**src/rtl/display_link_pkg.sv**
```systemverilog
// Shared constants for the display link framer: clock-lane codes, sideband bit layout, CRC.
package display_link_pkg;

  localparam logic [11:0] CODE_IDLE         = 12'h00F;
  localparam logic [11:0] CODE_PIX          = 12'h01F;
  localparam logic [11:0] CODE_PIX_FIRST    = 12'h03F;
  localparam logic [11:0] CODE_SB           = 12'h07F;
  localparam logic [11:0] CODE_SB_PIX       = 12'h0FF;
  localparam logic [11:0] CODE_SB_PIX_FIRST = 12'h1FF;
  localparam logic [11:0] CODE_SYNC         = 12'hFFF;

  // Sideband layout: offsets above the PIO data field are relative to PIO_W.
  localparam int SB_VLD_BIT  = 0;
  localparam int SB_DAT_LSB  = 1;
  localparam int SB_SCL_OFS  = 1;
  localparam int SB_SDA_OFS  = 2;
  localparam int SB_CRC_OFS  = 3;
  localparam int CRC_W       = 8;

  localparam logic [7:0] CRC_POLY = 8'h07;

  function automatic logic [11:0] clk_code(input logic b, input logic acc, input logic first);
    logic [11:0] code;
    if (!b && !acc)      code = CODE_IDLE;
    else if (!b)         code = first ? CODE_PIX_FIRST : CODE_PIX;
    else if (!acc)       code = CODE_SB;
    else                 code = first ? CODE_SB_PIX_FIRST : CODE_SB_PIX;
    return code;
  endfunction

  // Non-reflected CRC-8, MSB of each byte shifted in first.
  function automatic logic [7:0] crc8_byte(input logic [7:0] crc, input logic [7:0] dat);
    logic [7:0] r;
    r = crc ^ dat;
    for (int i = 0; i < 8; i++) begin
      r = r[7] ? ({r[6:0], 1'b0} ^ CRC_POLY) : {r[6:0], 1'b0};
    end
    return r;
  endfunction

endpackage

```
**src/rtl/display_link_pio_fifo.sv**
```systemverilog
// Synchronous PIO word FIFO with occupancy level; push ignored when full, pop ignored when empty.
module display_link_pio_fifo #(
  parameter int W     = 12,
  parameter int DEPTH = 4,
  localparam int AW    = $clog2(DEPTH),
  localparam int LVL_W = $clog2(DEPTH + 1)
) (
  input  logic             c,
  input  logic             r_n,
  input  logic             i_push_vld,
  input  logic [W-1:0]     i_push_dat,
  input  logic             i_pop,
  output logic             o_full,
  output logic             o_empty,
  output logic [W-1:0]     o_head_dat,
  output logic [LVL_W-1:0] o_level
);

  logic [W-1:0]     r_mem [DEPTH];
  logic [AW-1:0]    r_wp;
  logic [AW-1:0]    r_rp;
  logic [LVL_W-1:0] r_level;
  logic             w_push;
  logic             w_pop;

  assign o_full     = (r_level == LVL_W'(DEPTH));
  assign o_empty    = (r_level == '0);
  assign w_push     = i_push_vld && !o_full;
  assign w_pop      = i_pop && !o_empty;
  assign o_head_dat = r_mem[r_rp];
  assign o_level    = r_level;

  always_ff @(posedge c) begin
    if (w_push) r_mem[r_wp] <= i_push_dat;
  end

  always_ff @(posedge c or negedge r_n) begin
    if (!r_n) begin
      r_wp    <= '0;
      r_rp    <= '0;
      r_level <= '0;
    end else begin
      if (w_push) r_wp <= r_wp + 1'b1;
      if (w_pop)  r_rp <= r_rp + 1'b1;
      r_level <= r_level + LVL_W'(w_push) - LVL_W'(w_pop);
    end
  end

endmodule

```
**src/rtl/display_link_framer.sv**
```systemverilog
// Display link TDM transmit framer: 4*SLOTS-cycle frame, outputs registered one cycle after cnt.
// Optional CRC-8 of the previous frame's pixels in the sideband word when DISPLAY_LINK_CRC_EN is defined.
module display_link_framer
  import display_link_pkg::*;
#(
  parameter int LANES     = 1,
  parameter int SLOTS     = 25,
  parameter int PIX_SLOTS = 20,
  parameter int PIO_W     = 12,
  parameter int PIO_DEPTH = 4,
  localparam int PIXEL_W  = 16 * LANES,
  localparam int LVL_W    = $clog2(PIO_DEPTH + 1)
) (
  input  logic               c,
  input  logic               r_n,
  input  logic               pixel_valid,
  output logic               pixel_ready,
  input  logic [PIXEL_W-1:0] pixel_data,
  input  logic               pixel_first,
  input  logic               sda_t,
  input  logic               scl_t,
  input  logic               pio_valid,
  output logic               pio_ready,
  input  logic [PIO_W-1:0]   pio_data,
  output logic [LVL_W-1:0]   pio_level,
  input  logic               invert_d,
  input  logic               invert_c,
  output logic [4*LANES-1:0] d_nib,
  output logic [3:0]         c_nib,
  output logic               frame_start
);

  localparam int CNT_W  = $clog2(4 * SLOTS);
  localparam int SLOT_W = CNT_W - 2;

  logic [CNT_W-1:0]   r_cnt;
  logic [SLOT_W-1:0]  w_slot;
  logic [1:0]         w_phase;
  logic               w_cnt_zero;
  logic               w_cnt_last;
  logic               w_accept;

  logic               w_full;
  logic               w_empty;
  logic [PIO_W-1:0]   w_head;
  logic               w_push;
  logic               w_pop;

  logic [SLOTS-1:0]   r_sb;
  logic [SLOTS-1:0]   w_sb_new;
  logic [SLOTS-1:0]   w_sb;
  logic [11:0]        w_code;
  logic [7:0]         r_code_hi;
  logic [3:0]         w_c_nxt;
  logic [3:0]         r_c;

  logic [PIXEL_W-1:0] r_sr;
  logic [PIXEL_W-1:0] w_cur;
  logic [PIXEL_W-1:0] w_sr_nxt;
  logic [4*LANES-1:0] w_d_nxt;
  logic [4*LANES-1:0] r_d;
  logic               r_fs;

  assign w_slot     = r_cnt[CNT_W-1:2];
  assign w_phase    = r_cnt[1:0];
  assign w_cnt_zero = (r_cnt == '0);
  assign w_cnt_last = (r_cnt == CNT_W'(4 * SLOTS - 1));

  assign pixel_ready = (w_phase == 2'd0) && (w_slot < SLOT_W'(PIX_SLOTS)) && r_n;
  assign w_accept    = pixel_valid && pixel_ready;

  always_ff @(posedge c or negedge r_n) begin
    if (!r_n)            r_cnt <= '0;
    else if (w_cnt_last) r_cnt <= '0;
    else                 r_cnt <= r_cnt + 1'b1;
  end

  assign pio_ready = !w_full && r_n;
  assign w_push    = pio_valid && pio_ready;
  assign w_pop     = w_cnt_zero && !w_empty;

  display_link_pio_fifo #(
    .W     (PIO_W),
    .DEPTH (PIO_DEPTH)
  ) u_pio_fifo (
    .c          (c),
    .r_n        (r_n),
    .i_push_vld (w_push),
    .i_push_dat (pio_data),
    .i_pop      (w_pop),
    .o_full     (w_full),
    .o_empty    (w_empty),
    .o_head_dat (w_head),
    .o_level    (pio_level)
  );

`ifdef DISPLAY_LINK_CRC_EN
  logic [CRC_W-1:0] r_crc;
  logic [CRC_W-1:0] w_crc_base;
  logic [CRC_W-1:0] w_crc_nxt;

  // The frame's CRC restarts at cnt 0, so a pixel accepted in slot 0 belongs to the new frame.
  always_comb begin
    w_crc_base = w_cnt_zero ? '0 : r_crc;
    w_crc_nxt  = w_crc_base;
    if (w_accept) begin
      for (int k = 0; k < PIXEL_W / 8; k++) begin
        w_crc_nxt = crc8_byte(w_crc_nxt, pixel_data[8*k +: 8]);
      end
    end
  end

  always_ff @(posedge c or negedge r_n) begin
    if (!r_n) r_crc <= '0;
    else      r_crc <= w_crc_nxt;
  end
`endif

  always_comb begin
    w_sb_new                            = '0;
    w_sb_new[SB_VLD_BIT]                = !w_empty;
    w_sb_new[SB_DAT_LSB +: PIO_W]       = w_empty ? '0 : w_head;
    w_sb_new[PIO_W + SB_SCL_OFS]        = scl_t;
    w_sb_new[PIO_W + SB_SDA_OFS]        = sda_t;
`ifdef DISPLAY_LINK_CRC_EN
    w_sb_new[PIO_W + SB_CRC_OFS +: CRC_W] = r_crc;
`endif
  end

  // Slot 0 must see the word being latched this very cycle, not last frame's.
  assign w_sb   = w_cnt_zero ? w_sb_new : r_sb;
  assign w_code = (w_slot == SLOT_W'(SLOTS - 1)) ? CODE_SYNC
                                                 : clk_code(w_sb[w_slot], w_accept, pixel_first);

  always_comb begin
    case (w_phase)
      2'd0:    w_c_nxt = w_code[3:0];
      2'd1:    w_c_nxt = r_code_hi[3:0];
      2'd2:    w_c_nxt = r_code_hi[7:4];
      default: w_c_nxt = 4'h0;
    endcase
  end

  always_comb begin
    w_cur    = w_accept ? pixel_data : r_sr;
    w_sr_nxt = '0;
    w_d_nxt  = '0;
    for (int l = 0; l < LANES; l++) begin
      w_d_nxt[4*l +: 4]    = w_cur[16*l +: 4];
      w_sr_nxt[16*l +: 16] = {4'h0, w_cur[16*l+4 +: 12]};
    end
  end

  always_ff @(posedge c or negedge r_n) begin
    if (!r_n) begin
      r_sr      <= '0;
      r_d       <= '0;
      r_c       <= '0;
      r_code_hi <= '0;
      r_sb      <= '0;
      r_fs      <= 1'b0;
    end else begin
      r_sr <= w_sr_nxt;
      r_d  <= w_d_nxt;
      r_c  <= w_c_nxt;
      r_fs <= w_cnt_zero;
      if (w_phase == 2'd0) r_code_hi <= w_code[11:4];
      if (w_cnt_zero)      r_sb      <= w_sb_new;
    end
  end

  assign d_nib       = r_d ^ {4*LANES{invert_d}};
  assign c_nib       = r_c ^ {4{invert_c}};
  assign frame_start = r_fs;

endmodule

```
**config.mk**
```make
export PLATFORM = sky130hd
export DESIGN_NAME = display_link_framer
export DESIGN_NICKNAME = d
export VERILOG_FILES = /design/src/rtl/display_link_pkg.sv /design/src/rtl/display_link_pio_fifo.sv /design/src/rtl/display_link_framer.sv
export SDC_FILE = /design/constraint.sdc
export NUM_CORES = 1
export LEC_CHECK = 0
export BUFFER_PORTS_ARGS = -buffer_cell sky130_fd_sc_hd__buf_2
export CAP_MARGIN = 20
export CORE_AREA = 2 2 106 98
export DETAILED_ROUTE_END_ITERATION = 7
export DIE_AREA = 0 0 108 100
export MAX_ROUTING_LAYER = met4
export PLACE_DENSITY = 0.8
export SYNTH_ARGS = -nofsm -noshare
export SYNTH_HDL_FRONTEND = slang
export SYNTH_SLANG_ARGS = --single-unit
```
**constraint.sdc**
```tcl
create_clock -name c -period 2.4 [get_ports c]
set_input_delay 0.24 -clock c [delete_from_list [all_inputs] [get_ports c]]
set_output_delay 0.24 -clock c [all_outputs]
set_load 0.01 [all_outputs]
```
## After elaboration in Yosys (flattened, before gate mapping)

Memory sizes are Yosys's and may differ from the RTL's.
Index checks and enable logic that the tools add are counted.

- Multiplexer cells: 15
- $add $sub $neg: 5
- Reduce and logical (&&, ||, !) cells: 16
- Eq/ne operators: 5
- Magnitude comparators: 2
- Bitwise gates (word level): 2

Operators with widths:

| kind | count |
|---|---|
| 9-bit 2-to-1 mux | 4 |
| 25-bit 2-to-1 mux | 1 |
| 12-bit 2-to-1 mux | 2 |
| 16-bit 2-to-1 mux | 1 |
| 4-bit case mux with 3 select lines | 1 |
| 1-bit logical AND | 9 |
| 4-bit XOR | 2 |
| 7-bit by 1-bit adder with 7-bit output (second input constant) | 1 |
| 7-bit == test (second input constant) | 1 |
| 7-bit zero test | 1 |
| 7-bit 2-to-1 mux | 1 |
| 5-bit by 6-bit < comparator with 1-bit output (second input constant) | 1 |
| 6-bit 2-to-1 mux | 1 |
| 1-bit binary-select mux with 5-bit select | 1 |
| 5-bit == test (second input constant) | 1 |
| 5-bit < comparator (second input constant) | 1 |
| 2-bit by 1-bit adder with 2-bit output (second input constant) | 2 |
| 1-bit zero test | 4 |
| 3-bit by 1-bit adder with 3-bit output | 1 |
| 3-bit == test (second input constant) | 1 |
| 3-bit zero test | 1 |
| 1-bit 2-to-1 mux | 3 |
| 3-bit by 1-bit subtractor with 3-bit output | 1 |
| 2-bit by 1-bit == test with 1-bit output (second input constant) | 1 |
| 2 further kinds | 2 |

- Word-level logic and storage cells: 56
- Memories kept: 1
- Register bits after elaboration: 68
- RAM bits: 48
- Input port bits: 37

Memories:

| memory | depth | bits a word | read ports | clocked after memory_dff | wr ports | line | RTL |
|---|---|---|---|---|---|---|---|
| u_pio_fifo.r_mem | 4 | 12 | 1 | 0 | 1 | display_link_pio_fifo.sv:19 | `logic [W-1:0] r_mem [DEPTH];` |

## Longest topological paths before layout

Gate-level depths: netlist of the first run.

- Depth after elaboration: 10
- Depth in mapped cells: 10
- Gate-level depth less buffers: 9

## Cells and area by module

From an unflattened synthesis of the first run, not the netlist that was laid out.

- Cell total of the unflattened synthesis: 373
- Area, all modules: 4936.0 um2

By module, submodules not included:

| module | area each (um2) | cells an instance | instances |
|---|---|---|---|
| display_link_framer | 2700.1 | 268 | 1 |
| display_link_pio_fifo | 2235.9 | 105 | 1 |

## Worst setup path after synthesis of the first run

OpenSTA, ideal clock, no wires.

- Kind: register to register
- Start: register r_cnt[3]
- End: register u_pio_fifo.r_level[1] (netlist: u_pio_fifo.o_level[1])
- Stages on the path, launching flop included: 9
- Period minus slack after synthesis: 2.636 ns
- Arrival: 2.501 ns
- Library setup time: 0.135 ns
- Setup slack: -0.236 ns
- Cells stage by stage: dfrtp_1 > clkbuf_1 > or4_1 > nor3_2 > clkbuf_1 > ha_1 > inv_1 > ha_1 > fa_1

- Longest elaborated chain between the ends: 4

Ends and longest elaborated chain:

| what | line | RTL |
|---|---|---|
| from (decl) | display_link_framer.sv:36 | `logic [CNT_W-1:0] r_cnt;` |
| from (signal assigned) | display_link_framer.sv:75 | `else r_cnt <= r_cnt + 1'b1;` |
| 7-bit zero test | display_link_framer.sv:66 | `assign w_cnt_zero = (r_cnt == '0);` |
| 1-bit logical AND | display_link_framer.sv:80 | `assign w_pop = w_cnt_zero && !w_empty;` |
| 1-bit logical AND | display_link_pio_fifo.sv:29 | `assign w_pop = i_pop && !o_empty;` |
| net u_pio_fifo.w_pop | display_link_pio_fifo.sv:24 | `logic w_pop;` |
| 3-bit by 1-bit subtractor with 3-bit output | display_link_pio_fifo.sv:45 | `r_level <= r_level + LVL_W'(w_push) - LVL_W'(w_pop);` |
| to (signal assigned) | display_link_pio_fifo.sv:45 |  |
| to (decl) | display_link_pio_fifo.sv:22 | `logic [LVL_W-1:0] r_level;` |

The timed path passes the listed nets, and every way through them passes these cells.
A chain may end at the register's enable or synchronous reset.

## Worst setup path in the final report of the first run

- Start: register r_cnt[4]
- End: register r_code_hi[0]

- Longest elaborated chain between the ends: 8
- Elaborated cells between the ends (all ways): 16
- Those cells by class: 1 x order compare; 1 x eq/ne; 7 x mux; 7 x reduce/logical

Ends and longest elaborated chain:

| what | line | RTL |
|---|---|---|
| 7-bit zero test or 5-bit < comparator (tied branches) | display_link_framer.sv:66, display_link_framer.sv:69 |  |
| 25-bit 2-to-1 mux or 1-bit logical AND (tied branches) | n/a |  |
| 1-bit binary-select mux with 5-bit select or 1-bit logical AND (tied branches) | display_link_framer.sv:133, display_link_framer.sv:69 |  |
| 1-bit 2-to-1 mux (implied by the code) or 1-bit logical AND (tied branches) | display_link_framer.sv:133, display_link_framer.sv:70 |  |
| 1-bit zero test or 9-bit 2-to-1 mux (tied branches) | n/a |  |
| 1-bit logical AND or 9-bit 2-to-1 mux (tied branches) | display_link_pkg.sv:24, display_link_pkg.sv:25 |  |
| 9-bit 2-to-1 mux | display_link_pkg.sv:24 | `if (!b && !acc) code = CODE_IDLE;` |
| 12-bit 2-to-1 mux * | display_link_framer.sv:132 | `assign w_code = (w_slot == SLOT_W'(SLOTS - 1)) ? CODE_SYNC` |
| to (signal assigned) | display_link_framer.sv:167 | `if (w_phase == 2'd0) r_code_hi <= w_code[11:4];` |
| to (decl) | display_link_framer.sv:53 | `logic [7:0] r_code_hi;` |

Every way passes the cells marked *; elsewhere a longest branch is shown, timed or not. The select of a mux whose other input is x is not followed.

==> metrics.txt, run 1 <==
status complete, no violations; data required time at the worst endpoint 2.76 ns; Via-to-Cell Ratio 5.22; hold slack 0.0149 ns; Synthesis Warnings 0; Max-slew headroom 0.461; Most used DFF post-synth dfrtp_1; vias in the first global route 3189; CTS tree built; CTS Sinks 114; Cells after Synth 317; Max Fclk 434 MHz; post-route cell area 6150 um^2; area added between synthesis and finish 30.5%; DRC 0; power per cell area 845 nW/um^2; min Tclk post-route 2.30 ns; Initial Util 0.478; Max FO, Critical Path 7; Max Cap Violations 0; Sequential Power Share 0.434; H-tree lvl count 4; die height 100 um; Max VDD drop 0.000680 V; clk buf depth 2; WL/cell 17.3 um; setup tns final 0 ns; post-DP HPWL 5660 um; clock transition at the registers of the reported paths 0.06 ns; fin cells 562; crit share post-route 0.960; Final setup viols 0; vias post-DR 2934; Yosys reg bits 114; Core Area 9850 um^2; die span in x 108 um; ant diodes 0; initial antenna violation count 0; Power, Total 5.19 mW; LEAKAGE 2.65 nW; WL final 9740 um; worst slew pin tran 0.808 ns; first-pass GRT wire length 15700 um; root buf cell clkbuf_8; Die ar. 10800 um^2; worst skew pair latency 0.51 ns; worst hold path type in -> reg; largest net degree at the start of global routing 67; cts bufs inserted 17; layout cells sized above 1 0.305; register area share after synthesis 0.657; area of the mapped netlist 4710 um^2; GRT Total Usage 0.200; EDFF count, synth 48; top cell type's share of synthesized area 0.351; CP Capture Type register; placed instance area 5180 um^2; Ports 51; Setup CP Type reg -> reg; ys async rst share 0.579; startpoint types register; Placed Cells 495; RSZ-0062 raised after global routing true; Int Pwr 3.91 mW; Pre-antenna DRT Iters 4; remaining antenna violation count 0; leading area contributor after synthesis dfrtp_1; final hold violations 0; Arr. time, crit path 2.66 ns; switching share of power 0.248; Distinct cells, synth 46; I/O Buffers 50; Clock Skews 0.0206 ns; syn nets 365; Slew Limit Fails 0; GPL Wtd Cong 0.834; Logic pwr share 0.083; synth top area cells dfrtp_1, edfxtp_1, mux4_2; fin nets 468; gr ovfl total 0; syn_area_per_cell 14.9 um^2; Rows 35; clock power share 0.484; drt initial violations 172; Sw Pwr 1.29 mW
-- sequential cells by signal, summed over array words and instances, names as in the netlist --
name,cells
r_code_hi,6
r_d,4
frame_start,1
r_sb,25
r_cnt,7
r_c,4
r_sr,12
u_pio_fifo.r_rp,2
u_pio_fifo.r_wp,2
u_pio_fifo.r_mem,48
u_pio_fifo.o_level,3
-- cell type report --
class	count	area, um^2
inverter	15	56.3
timing repair buffer	101	712
clock inverter	15	183
fill	691	3710
multi-input combinational	171	1520
tap	129	161
clock buffer	17	414
sequential	114	3100
-- layer usage --
metal  part of all wire  up-vias  global-route usage
li1                   -     1382                   -
met1               0.43     1476               0.238
met2               0.53       66               0.338
met3              0.031       10              0.0526
met4             0.0079        0              0.0611
met5                  0        -                   -
-- placed cells by master, fill, tap and decap left out, types with 8 or more instances in the layout --
cell and n:
dfrtp_1 63, buf_2 50, edfxtp_1 48, dlygate4sd3_1 30, buf_4 20, nand2_1 18
clkbuf_16 16, inv_1 15, mux4_2 12, a21oi_1 11, xor2_1 11, and3_1 11
a22o_1 10, and2_1 10, ha_1 10, mux2_1 8
-- power groups by stage --
| stage | sequential (mW) | clock, mW | combinational, mW |
|---|---|---|---|
| 3_5_place_dp | 2.29 | 0 | 0.394 |
| 2_1_floorplan | 2.28 | 0 | 0.216 |
| 5_1_grt | 2.27 | 2.66 | 0.483 |
| 6_report | 2.25 | 2.51 | 0.429 |
| 4_1_cts | 2.25 | 2.56 | 0.436 |
| 3_3_place_gp | 2.28 | 0 | 0.373 |
-- cells in the mapped netlist (4+ instances only) --
library cell / instances
nor2_1: 5
a22o_1: 10
clkbuf_1: 13
a21oi_1: 11
mux2_2: 5
edfxtp_1: 48
inv_1: 15
nand3_1: 5
and3_1: 11
and2_1: 10
xor2_1: 11
ha_1: 10
mux4_2: 12
mux2_1: 8
nand2_1: 18
nor3_1: 4
dfrtp_1: 66
mux2i_1: 7
xnor2_1: 5
a31oi_1: 7
-- path summary, 6_finish.rpt --
check	depth (start not counted)	slack, ns	endpoint	startpoint
worst max-delay path	6	0.1	r_code_hi[0]$_DFFE_PN0N_	r_cnt[4]$_DFF_PN0_
worst min-delay path	2	0.01	r_sr[9]$_DFF_PN0_	pixel_data[13]
worst min register to register	1	0.46	r_sr[2]$_DFF_PN0_	r_sr[6]$_DFF_PN0_
worst max register to register	6	0.1	r_code_hi[0]$_DFFE_PN0N_	r_cnt[4]$_DFF_PN0_
min in group asynchronous	3	0.51	r_sr[10]$_DFF_PN0_	r_n
max in group asynchronous	3	1.31	r_cnt[3]$_DFF_PN0_	r_n
-- cells by family (layout without fill, tap and decap cells) --
logic type | after synthesis | after routing | synth area share
compound gates | 48 | 48 | 0.0757
buf+inv | 32 | 148 | 0.0276
mux | 32 | 32 | 0.103
flops | 114 | 114 | 0.657
simple gates | 64 | 64 | 0.0760
fa+ha+maj | 11 | 11 | 0.0308
xor+xnor | 16 | 16 | 0.0298
-- worst max-delay path: stages (launching register included) --
cell and delay [ns]:
dfrtp_2 0.46, nor4_4 0.36, nand2b_4 0.09, a311o_1 0.27, or4_4 0.43, o31ai_4 0.41, a31oi_2 0.14
-- metrics by stage --
| stage | worst slack, ns | util |
|---|---|---|
| final | 0.0966 | 0.624 |
| after global routing | -0.0175 | 0.624 |
| after CTS | 0.0317 | 0.617 |
| after detailed placement | 0.0484 | 0.525 |
| after global placement | 0.150 | 0.525 |
| after floorplan | -0.0192 | - |
-- timing repair --
action                                  in CTS  in global routing
setup buffers                                0                  5
endpoints found under the setup margin       0                  5
hold buffers                                30                  0
hold endpoints to repair                   131                  0
resized for setup                            0                  8
Power figures use the tool's default switching activity.
==> run 2, diff against run 1 <==
--- a/config.mk
+++ b/config.mk
@@ -12,6 +12,8 @@
 export DIE_AREA = 0 0 108 100
 export MAX_ROUTING_LAYER = met4
 export PLACE_DENSITY = 0.8
+export RECOVER_POWER = 100
+export SLEW_MARGIN = 25
 export SYNTH_ARGS = -nofsm -noshare
 export SYNTH_HDL_FRONTEND = slang
 export SYNTH_SLANG_ARGS = --single-unit
==> metrics.txt, run 2 (same netlist as run 1, synthesis figures left out) <==
status complete, no violations; final hold violations 0 (unchanged); Die ar. 10800 um^2 (unchanged); crit share post-route 0.967 (+0.00701); worst hold path type in -> reg; layout cells sized above 1 0.277 (-0.0277); Max VDD drop 0.000682 V (+0.38%); most common cell after layout, fill and taps aside dfrtp_1; DRC 0 (unchanged); clk buf depth 2 (unchanged); Bufs and invs on worst path 0 (unchanged); cts bufs inserted 17 (unchanged); Max Cap Violations 0 (unchanged); CP Capture Type register; Slew Limit Fails 0 (unchanged); commonest non-fill, non-tap cells in the layout dfrtp_1, edfxtp_1, buf_2; CTS tree built; Initial Util 0.478 (unchanged); remaining antenna violation count 0 (unchanged); Via-to-Cell Ratio 5.29 (+1.3%); I/O Buffers 50 (unchanged); area of the multi-input gates 1520 um^2 (unchanged); CTS Sinks 114 (unchanged); pre-CTS setup slack 0.0484 ns (unchanged); Arr. time, crit path 2.68 ns (+0.02 ns); gr ovfl total 0 (unchanged); die height 100 um (unchanged); Placed Cells 495 (unchanged); worst skew pair latency 0.52 ns (about the same); register area 3100 um^2 (unchanged); R2R depth 6 (unchanged); Core Area 9850 um^2 (unchanged); Setup CP Type reg -> reg; GPL Wtd Cong 0.834 (unchanged); critical path's largest stage delay 0.45 ns (about the same); drt initial violations 213 (+24%); slowest cell on the critical path dfrtp_2; hold slack 0.00923 ns (-0.00571 ns); Max Fclk 431 MHz (-0.72%); GRT Total Usage 0.200 (unchanged); power per cell area 848 nW/um^2 (+0.41%); vias in the first global route 3189 (unchanged); Rows 35 (unchanged); Fillers 699 (+1.2%); largest net degree at the start of global routing 67 (unchanged); Pre-antenna DRT Iters 4 (unchanged); Largest Register u_pio_fifo.r_mem; biggest regs u_pio_fifo.r_mem (48), r_sb (25), r_sr (12); vias post-DR 2973 (+1.3%); max reg flops 48 (unchanged); data required time at the worst endpoint 2.76 ns (about the same); setup tns final 0 ns (unchanged); root buf cell clkbuf_8; Levels on crit path 6 (unchanged); WL/cell 17.4 um (+0.38%); worst slew pin tran 0.808 ns (+0.000381 ns); die span in x 108 um (unchanged); startpoint types register; Max-slew headroom 0.461 (about the same); WL final 9770 um (+0.38%); Final WS setup 0.0797 ns (-0.0168 ns); fin nets 468 (unchanged); fin cells 562 (unchanged); area added between synthesis and finish 30.2%; delay-heaviest family, CP simple AND/OR/NAND/NOR gates; Clock Skews 0.00661 ns (-0.0140 ns); LEAKAGE 2.61 nW (-1.2%); Power, Total 5.20 mW (+0.16%); initial antenna violation count 0 (unchanged); H-tree lvl count 4 (unchanged); clock transition at the registers of the reported paths 0.06 ns (about the same); ant diodes 0 (unchanged); post-DP HPWL 5660 um (unchanged); R2R setup slack 0.08 ns (-0.02 ns); Max FO, Critical Path 5 (-2); RSZ-0062 raised after global routing true; first-pass GRT wire length 15700 um (unchanged); Ports 51 (unchanged); min Tclk post-route 2.32 ns (+0.0168 ns); crit path cell chain nor4_4 > nand2b_4 > a311o_1 > or4_4 > o31ai_4 > a31oi_2; Hold Path Depth 2 (unchanged); Final setup viols 0 (unchanged)
## run 2: changes by cell type in the layout (fill, tap and decap cells not counted)
cell | previous run | this run
buf_2 | 50 | 38
clkbuf_1 | 0 | 12
## run 2: cell type report
cell class,instances,share of cell area
multi-input cells,171,0.248
clock inverters,15,0.0298
clock buffers,17,0.0676
well taps,129,0.0263
flip-flops and latches,114,0.505
inverters,15,0.00918
repair buffers,101,0.114
## run 2: final timing paths
check / startpoint / to
worst max-delay path: r_cnt[3]$_DFF_PN0_ / r_code_hi[0]$_DFFE_PN0N_
worst min-delay path: pixel_data[13] / r_sr[9]$_DFF_PN0_
worst max register to register: r_cnt[3]$_DFF_PN0_ / r_code_hi[0]$_DFFE_PN0N_
worst min register to register: r_sr[6]$_DFF_PN0_ / r_sr[2]$_DFF_PN0_
max in group asynchronous: r_n / r_cnt[3]$_DFF_PN0_
min in group asynchronous: r_n / r_sr[10]$_DFF_PN0_
## run 2: power breakdown
part / switching [mW] / internal, mW / leakage [nW]
combinational: 0.239 / 0.187 / 1.07
clock: 0.996 / 1.53 / 0.293
sequential: 0.0646 / 2.19 / 1.25
total: 1.30 / 3.90 / 2.61
## run 2: timing repair
action                                  4_1_cts  5_1_grt
endpoints found under the setup margin        0        5
buffers inserted                              0        5
hold buffers                                 30        0
gates resized for setup                       0        8
hold endpoints to repair                    131        0
## run 2: stage by stage
step / cell area (um^2) / utilization
3_5_place_dp: 5180 / 0.525
6_report: 6130 / 0.622
3_3_place_gp: 5180 / 0.525
2_1_floorplan: 4730 / -
4_1_cts: 6070 / 0.617
5_1_grt: 6130 / 0.622
## run 2: routing by layer
metal | track usage | share of wire | vias up
met5 | - | 0 | -
met4 | 0.0611 | 0.015 | 0
met3 | 0.0526 | 0.047 | 17
met2 | 0.338 | 0.52 | 100
met1 | 0.238 | 0.42 | 1471
li1 | - | - | 1385
